[src/rtl/serial_to_parallel_lane.sv]
// Per-lane receive deserializer: comma hunt, preamble qualification,
// then one byte plus data-valid flag per eight bit-clock edges.
module serial_to_parallel_lane #(
    parameter logic [7:0]  COMMA    = 8'hBC,
    parameter int unsigned BC_COUNT = 4
) (
    input  logic       clk_8f,
    input  logic       reset,
    input  logic       data_in,
    output logic [7:0] lane_out,
    output logic       valid_out,
    output logic       active
);

    typedef enum logic [1:0] {
        SEARCH,
        ALIGN,
        ACTIVE
    } state_t;

    localparam logic [3:0] BC_TARGET = 4'(BC_COUNT);

    state_t     state, state_n;
    logic [7:0] sr;
    logic [2:0] bit_cnt, bit_cnt_n;
    logic [3:0] bc_cnt, bc_cnt_n;
    logic [7:0] lane_n;
    logic       valid_n;
    logic       active_n;

    logic [7:0] nxt;
    logic       boundary;
    logic       is_comma;

    assign nxt      = {sr[6:0], data_in};
    assign boundary = (bit_cnt == 3'd7);
    assign is_comma = (nxt == COMMA);

    always_ff @(posedge clk_8f or posedge reset) begin
        if (reset) begin
            state     <= SEARCH;
            sr        <= 8'h00;
            bit_cnt   <= 3'd0;
            bc_cnt    <= 4'd0;
            lane_out  <= 8'h00;
            valid_out <= 1'b0;
            active    <= 1'b0;
        end else begin
            state     <= state_n;
            sr        <= nxt;
            bit_cnt   <= bit_cnt_n;
            bc_cnt    <= bc_cnt_n;
            lane_out  <= lane_n;
            valid_out <= valid_n;
            active    <= active_n;
        end
    end

    always_comb begin
        state_n   = state;
        bit_cnt_n = bit_cnt + 3'd1;
        bc_cnt_n  = bc_cnt;
        lane_n    = lane_out;
        valid_n   = valid_out;
        active_n  = active;

        unique case (state)
            SEARCH: begin
                // Bit-granular hunt; the matching edge becomes the byte grid.
                if (is_comma) begin
                    bit_cnt_n = 3'd0;
                    bc_cnt_n  = 4'd1;
                    state_n   = ALIGN;
                end
            end
            ALIGN: begin
                if (boundary) begin
                    if (is_comma) begin
                        bc_cnt_n = bc_cnt + 4'd1;
                        if (bc_cnt + 4'd1 == BC_TARGET) begin
                            state_n  = ACTIVE;
                            active_n = 1'b1;
                        end
                    end else begin
                        bc_cnt_n = 4'd0;
                        state_n  = SEARCH;
                    end
                end
            end
            ACTIVE: begin
                // Commas here are idles, never a re-alignment trigger.
                if (boundary) begin
                    lane_n  = nxt;
                    valid_n = !is_comma;
                end
            end
            default: begin
                state_n = SEARCH;
            end
        endcase
    end

endmodule

[config.mk]
export PLATFORM = sky130hd
export DESIGN_NAME = serial_to_parallel_lane
export DESIGN_NICKNAME = d
export VERILOG_FILES = /design/src/rtl/serial_to_parallel_lane.sv
export SDC_FILE = /design/constraint.sdc
export NUM_CORES = 1
export LEC_CHECK = 0
export BUFFER_PORTS_ARGS = -buffer_cell sky130_fd_sc_hd__buf_4
export CAP_MARGIN = 20
export CORE_MARGIN = 8
export CORE_UTILIZATION = 53
export CTS_CLUSTER_SIZE = 12
export DETAILED_ROUTE_END_ITERATION = 10
export GPL_TIMING_DRIVEN = 0
export PLACE_DENSITY = 0.76
export SYNTH_ARGS = -nofsm -noshare
export SYNTH_HDL_FRONTEND = slang
export SYNTH_SLANG_ARGS = --single-unit
export TNS_END_PERCENT = 50
[constraint.sdc]
create_clock -name clk_8f -period 1.7 [get_ports clk_8f]
set_input_delay 0.17 -clock clk_8f [delete_from_list [all_inputs] [get_ports clk_8f]]
set_output_delay 0.17 -clock clk_8f [all_outputs]
set_load 0.02 [all_outputs]
# Yosys cells after proc, flatten, opt, wreduce, memory -nomap -nowiden
# Cells that the tools add are included.
# word_totals
output_inout_bits,10
regBits,26
ramBits,0
latch_bits,0
rom_bits,0
memories,0
# classes
div_mod_pow,0
magnitude_cmp,0
n_reduce_logical,7
n_mul,0
eq_ne,8
addsub,2
bitwise,1
shifts,0
mux,11
# ops
operator,count
$mux 4,3
$eq 8x8->1 const B,1
$mux 2,4
$pmux 4 s2,1
$reduce_and 4->1,2
$mux 3,2
$pmux 2 s3,1
$add 4x1->4 const B,1
$eq 4x3->1 const B,1
$ne 2x2->1 const B,2
$add 3x1->3 const B,1
$eq 3x3->1 const B,1
$ne 3x3->1 const B,1
$reduce_and 3->1,1
$eq 2x1->1 const B,1
$eq 2x2->1 const B,1
$logic_not 2->1,1
$reduce_and 2->1,1
$reduce_bool 2->1,1
$logic_not 1->1,1
$not 1->1,1

# Logic depth before layout (Yosys ltp)
# logic_depth
ltp_word,6
depth_mapped,6

# Worst setup path after synthesis
# OpenSTA, ideal clock, no wires.
# synth_path
path_type,register -> register
startpoint,register bit_cnt[0]
endpoint,register lane_out[0]
t_arrival_ns,1.281
required_ns,1.575
setup_time_ns,0.125
path_stages_with_launch,5
slack_ns,0.294
path_cell_list,dfrtp_1 ha_1 ha_1 nand3_2 mux2_2
# synth_between
elab_chain_len,2
# synth_rtl
item,line_no,rtl
from (decl),25,"logic [2:0] bit_cnt, bit_cnt_n;"
from (signal assigned),51,bit_cnt <= bit_cnt_n;
$eq 3x3->1,36,assign boundary = (bit_cnt == 3'd7);
$reduce_and 2->1 (no line),--,
to (signal assigned),53,lane_out <= lane_n;
to (decl),10,"output logic [7:0] lane_out,"
# Every way passes these cells.
# A chain may end at the register's enable or synchronous reset.

# Worst setup path after layout
# layout_path
startpoint,register bit_cnt[0]
endpoint,register lane_out[4]
# The elaborated chain is that of the path after synthesis.

==> impl_metrics.py <==
metrics = {
    "sta": {
        "finalCriticalPeriod_ns": 1.56,
        "max_clock_freq_mhz": 641,
        "period_share_pct": 91.8,
        "slew_headroom_pct": 37.3,
        "hold_violations": 0,
        "hold_ws_ns": 0.0519,
        "grt_setup_unrepaired": "false",
        "worst_slew_pin_slew_ns": 0.940,
        "setup_tns_ns": 0,
        "final-max-slew-violation-count": 0,
        "setup_viol": 0,
        "finClkSkew_ns": 0.00998,
        "timing.final.ws_setup_ns": 0.140,
    },
    "critical_path": {
        "r2r_cells": 4,
        "crit_chain": "ha_1 > ha_1 > nand3_2 > mux2_2",
        "crit_top_cell": "ha_1",
        "critPathKind": "reg -> reg",
        "cp_slowest_cell": "dfrtp_1",
        "crit_cells": 4,
        "required_ns": 1.90,
        "crit_fanout": 10,
        "worstReg2RegStart": "bit_cnt[0]",
        "start_kind": "flop",
        "rr_endpoint": "lane_out[4]",
        "reg2reg_slack_ns": 0.14,
        "cp_top_family": "adder cells",
        "path_buf_inv": 0,
        "cp.arrival_ns": 1.76,
        "crit_path_end_kind": "flop",
        "critical-path-max-stage-delay_ns": 0.41,
    },
    "synthesis": {
        "postSynthCellCount": 86,
        "avgSynthCellArea_um2": 12.7,
        "ys_top_cells_by_area": "dfrtp_1, mux2_2, ha_1",
        "netlist.area_leader.share_pct": 59.6,
        "synth_common_cells": "dfrtp_1, mux2_2, inv_1, nand2_1, ha_1",
        "syn_area_um2": 1090,
        "async_flop_share_pct": 100,
        "syn-num-nets": 93,
        "yosysWarnings": 0,
        "synth_seq_area_share_pct": 59.6,
        "synth_cell_types": 30,
        "ys.flop_type": "dfrtp_1",
        "ys_seq_elements": 26,
        "synth_edf_count": 0,
        "yosysMostFrequentCell": "dfrtp_1",
        "yosysTopAreaCell": "dfrtp_1",
    },
    "die": {
        "core_um2": 1960,
        "die_area_um2": 3770,
        "fp.dieW_um": 61.4,
        "ios": 13,
        "initial_utilization_pct": 55.6,
        "die_height_um": 61.4,
        "rows": 16,
    },
    "layout": {
        "antennaDiodeCount": 0,
        "nNetsFinal": 111,
        "fin_util_pct": 64.3,
        "finalNonFillerCells": 130,
        "multi_input_area_um2": 403,
        "drive_gt1_share_pct": 29.1,
        "fin_area_um2": 1260,
        "n_fill_cell": 172,
        "area.growth.synth_to_final_pct": 15.6,
        "seqCellArea_um2": 651,
    },
    "run": {
        "drv_cap": 0,
    },
    "grt": {
        "grt_pass1_wl_mm": 3.22,
        "grt_pass1_vias": 752,
        "use_met1_pct": 13.8,
        "grt_use_met2_pct": 18.2,
        "gr-usage-all-layers_pct": 11.2,
        "grt_overflow": 0,
        "grt_max_degree": 27,
        "top_usage_layer": "met2",
        "antenna_found_initial": 0,
        "met3_usage_pct": 2.30,
    },
    "power": {
        "powerDensity_nw_per_um2": 798,
        "vdd_drop_max_uv": 599,
        "leakage_nw": 0.568,
        "p_total_mw": 1.01,
    },
    "placement": {
        "io_buffers": 12,
        "place_ws_ns": 0.145,
        "dp_cells": 125,
        "placed_cell_area_um2": 1210,
        "gp_congestion": 0.848,
        "dpl.hpwl_mm": 1.34,
    },
    "routing": {
        "via_per_inst": 5.47,
        "ant_nets": 0,
        "vias": 711,
        "totalWireLength_mm": 1.85,
        "drtIter0Drc": 15,
        "drc": 0,
        "wl_per_cell_um": 14.2,
        "dr.pass1.iters": 4,
    },
    "clocking": {
        "cts.clk_slew.worst_paths_ns": 0.14,
        "tritoncts": "done",
        "cts_buffers": 3,
        "cts_root_buf": "clkbuf_4",
        "htree_levels": 1,
        "hold_buffers": 1,
        "clk_latency_ns": 0.31,
        "cts_setup_buffers": 0,
        "clock_sinks": 26,
        "clockBufferDepth": 2,
        "post_cts_resized": 0,
    },
    "hold_path": {
        "hold_class": "in -> async",
    },
    "status": {
        "status": "completed",
    },
}
how the worst max path moves through the flow:
stage                     from     endpoint  slack (ns)
finish              bit_cnt[0]  lane_out[4]        0.14
global route        bit_cnt[0]    bc_cnt[2]        0.05
CTS                 bit_cnt[0]  lane_out[4]        0.12
detailed placement  bit_cnt[0]  lane_out[4]        0.14
global placement    bit_cnt[0]  lane_out[3]        0.19
floorplan           bit_cnt[0]  lane_out[0]        0.29
layer usage:
layer | wire (µm) | up-vias | part of all wire, %
met1 | 866 | 351 | 47
met3 | 72 | 2 | 3.9
met4 | 14 | 0 | 0.76
met5 | 0 | - | 0
li1 | - | 344 | -
met2 | 890 | 14 | 48
report_power, final:
part           total, mW  switching (mW)  internal (mW)
clock network      0.301           0.171          0.131
registers          0.647          0.0107          0.637
logic             0.0583          0.0331         0.0252
sequential cells by signal, indices dropped and copies added, names as in the netlist:
signal / count
bit_cnt: 3
active: 1
valid_out: 1
sr: 7
bc_cnt: 4
state: 2
lane_out: 8
final cells by class:
| class | count | area share [%] |
|---|---|---|
| multi-input cells | 52 | 31.9 |
| plain buffers | 1 | 0.893 |
| repair buffers | 13 | 7.94 |
| flip-flops and latches | 26 | 51.6 |
| clock buffers | 4 | 2.88 |
| well taps | 27 | 2.68 |
| inverters | 7 | 2.08 |
logic make-up (layout without fill, tap and decap cells):
group / count (synthesis) / count (layout) / share of synthesized area (%)
XOR/XNOR: 1 / 1 / 0.803
adder cells (fa/ha/maj): 4 / 4 / 4.59
multiplexers: 8 / 8 / 8.26
AND/OR/NAND/NOR: 24 / 24 / 13.2
buffers and inverters: 8 / 25 / 3.44
flip-flops: 26 / 26 / 59.6
AO/OA/AOI/OAI: 15 / 15 / 10.1
cells in the final DEF, fill, tap and decap left out, types with 3 or more instances in the layout:
cell	instances
o21ai_0	3
inv_1	7
nor3_1	3
buf_4	12
dfrtp_1	26
nand2_1	7
mux2_2	8
clkbuf_4	3
ha_1	4
No activity file was read; power rests on OpenSTA's default activity.
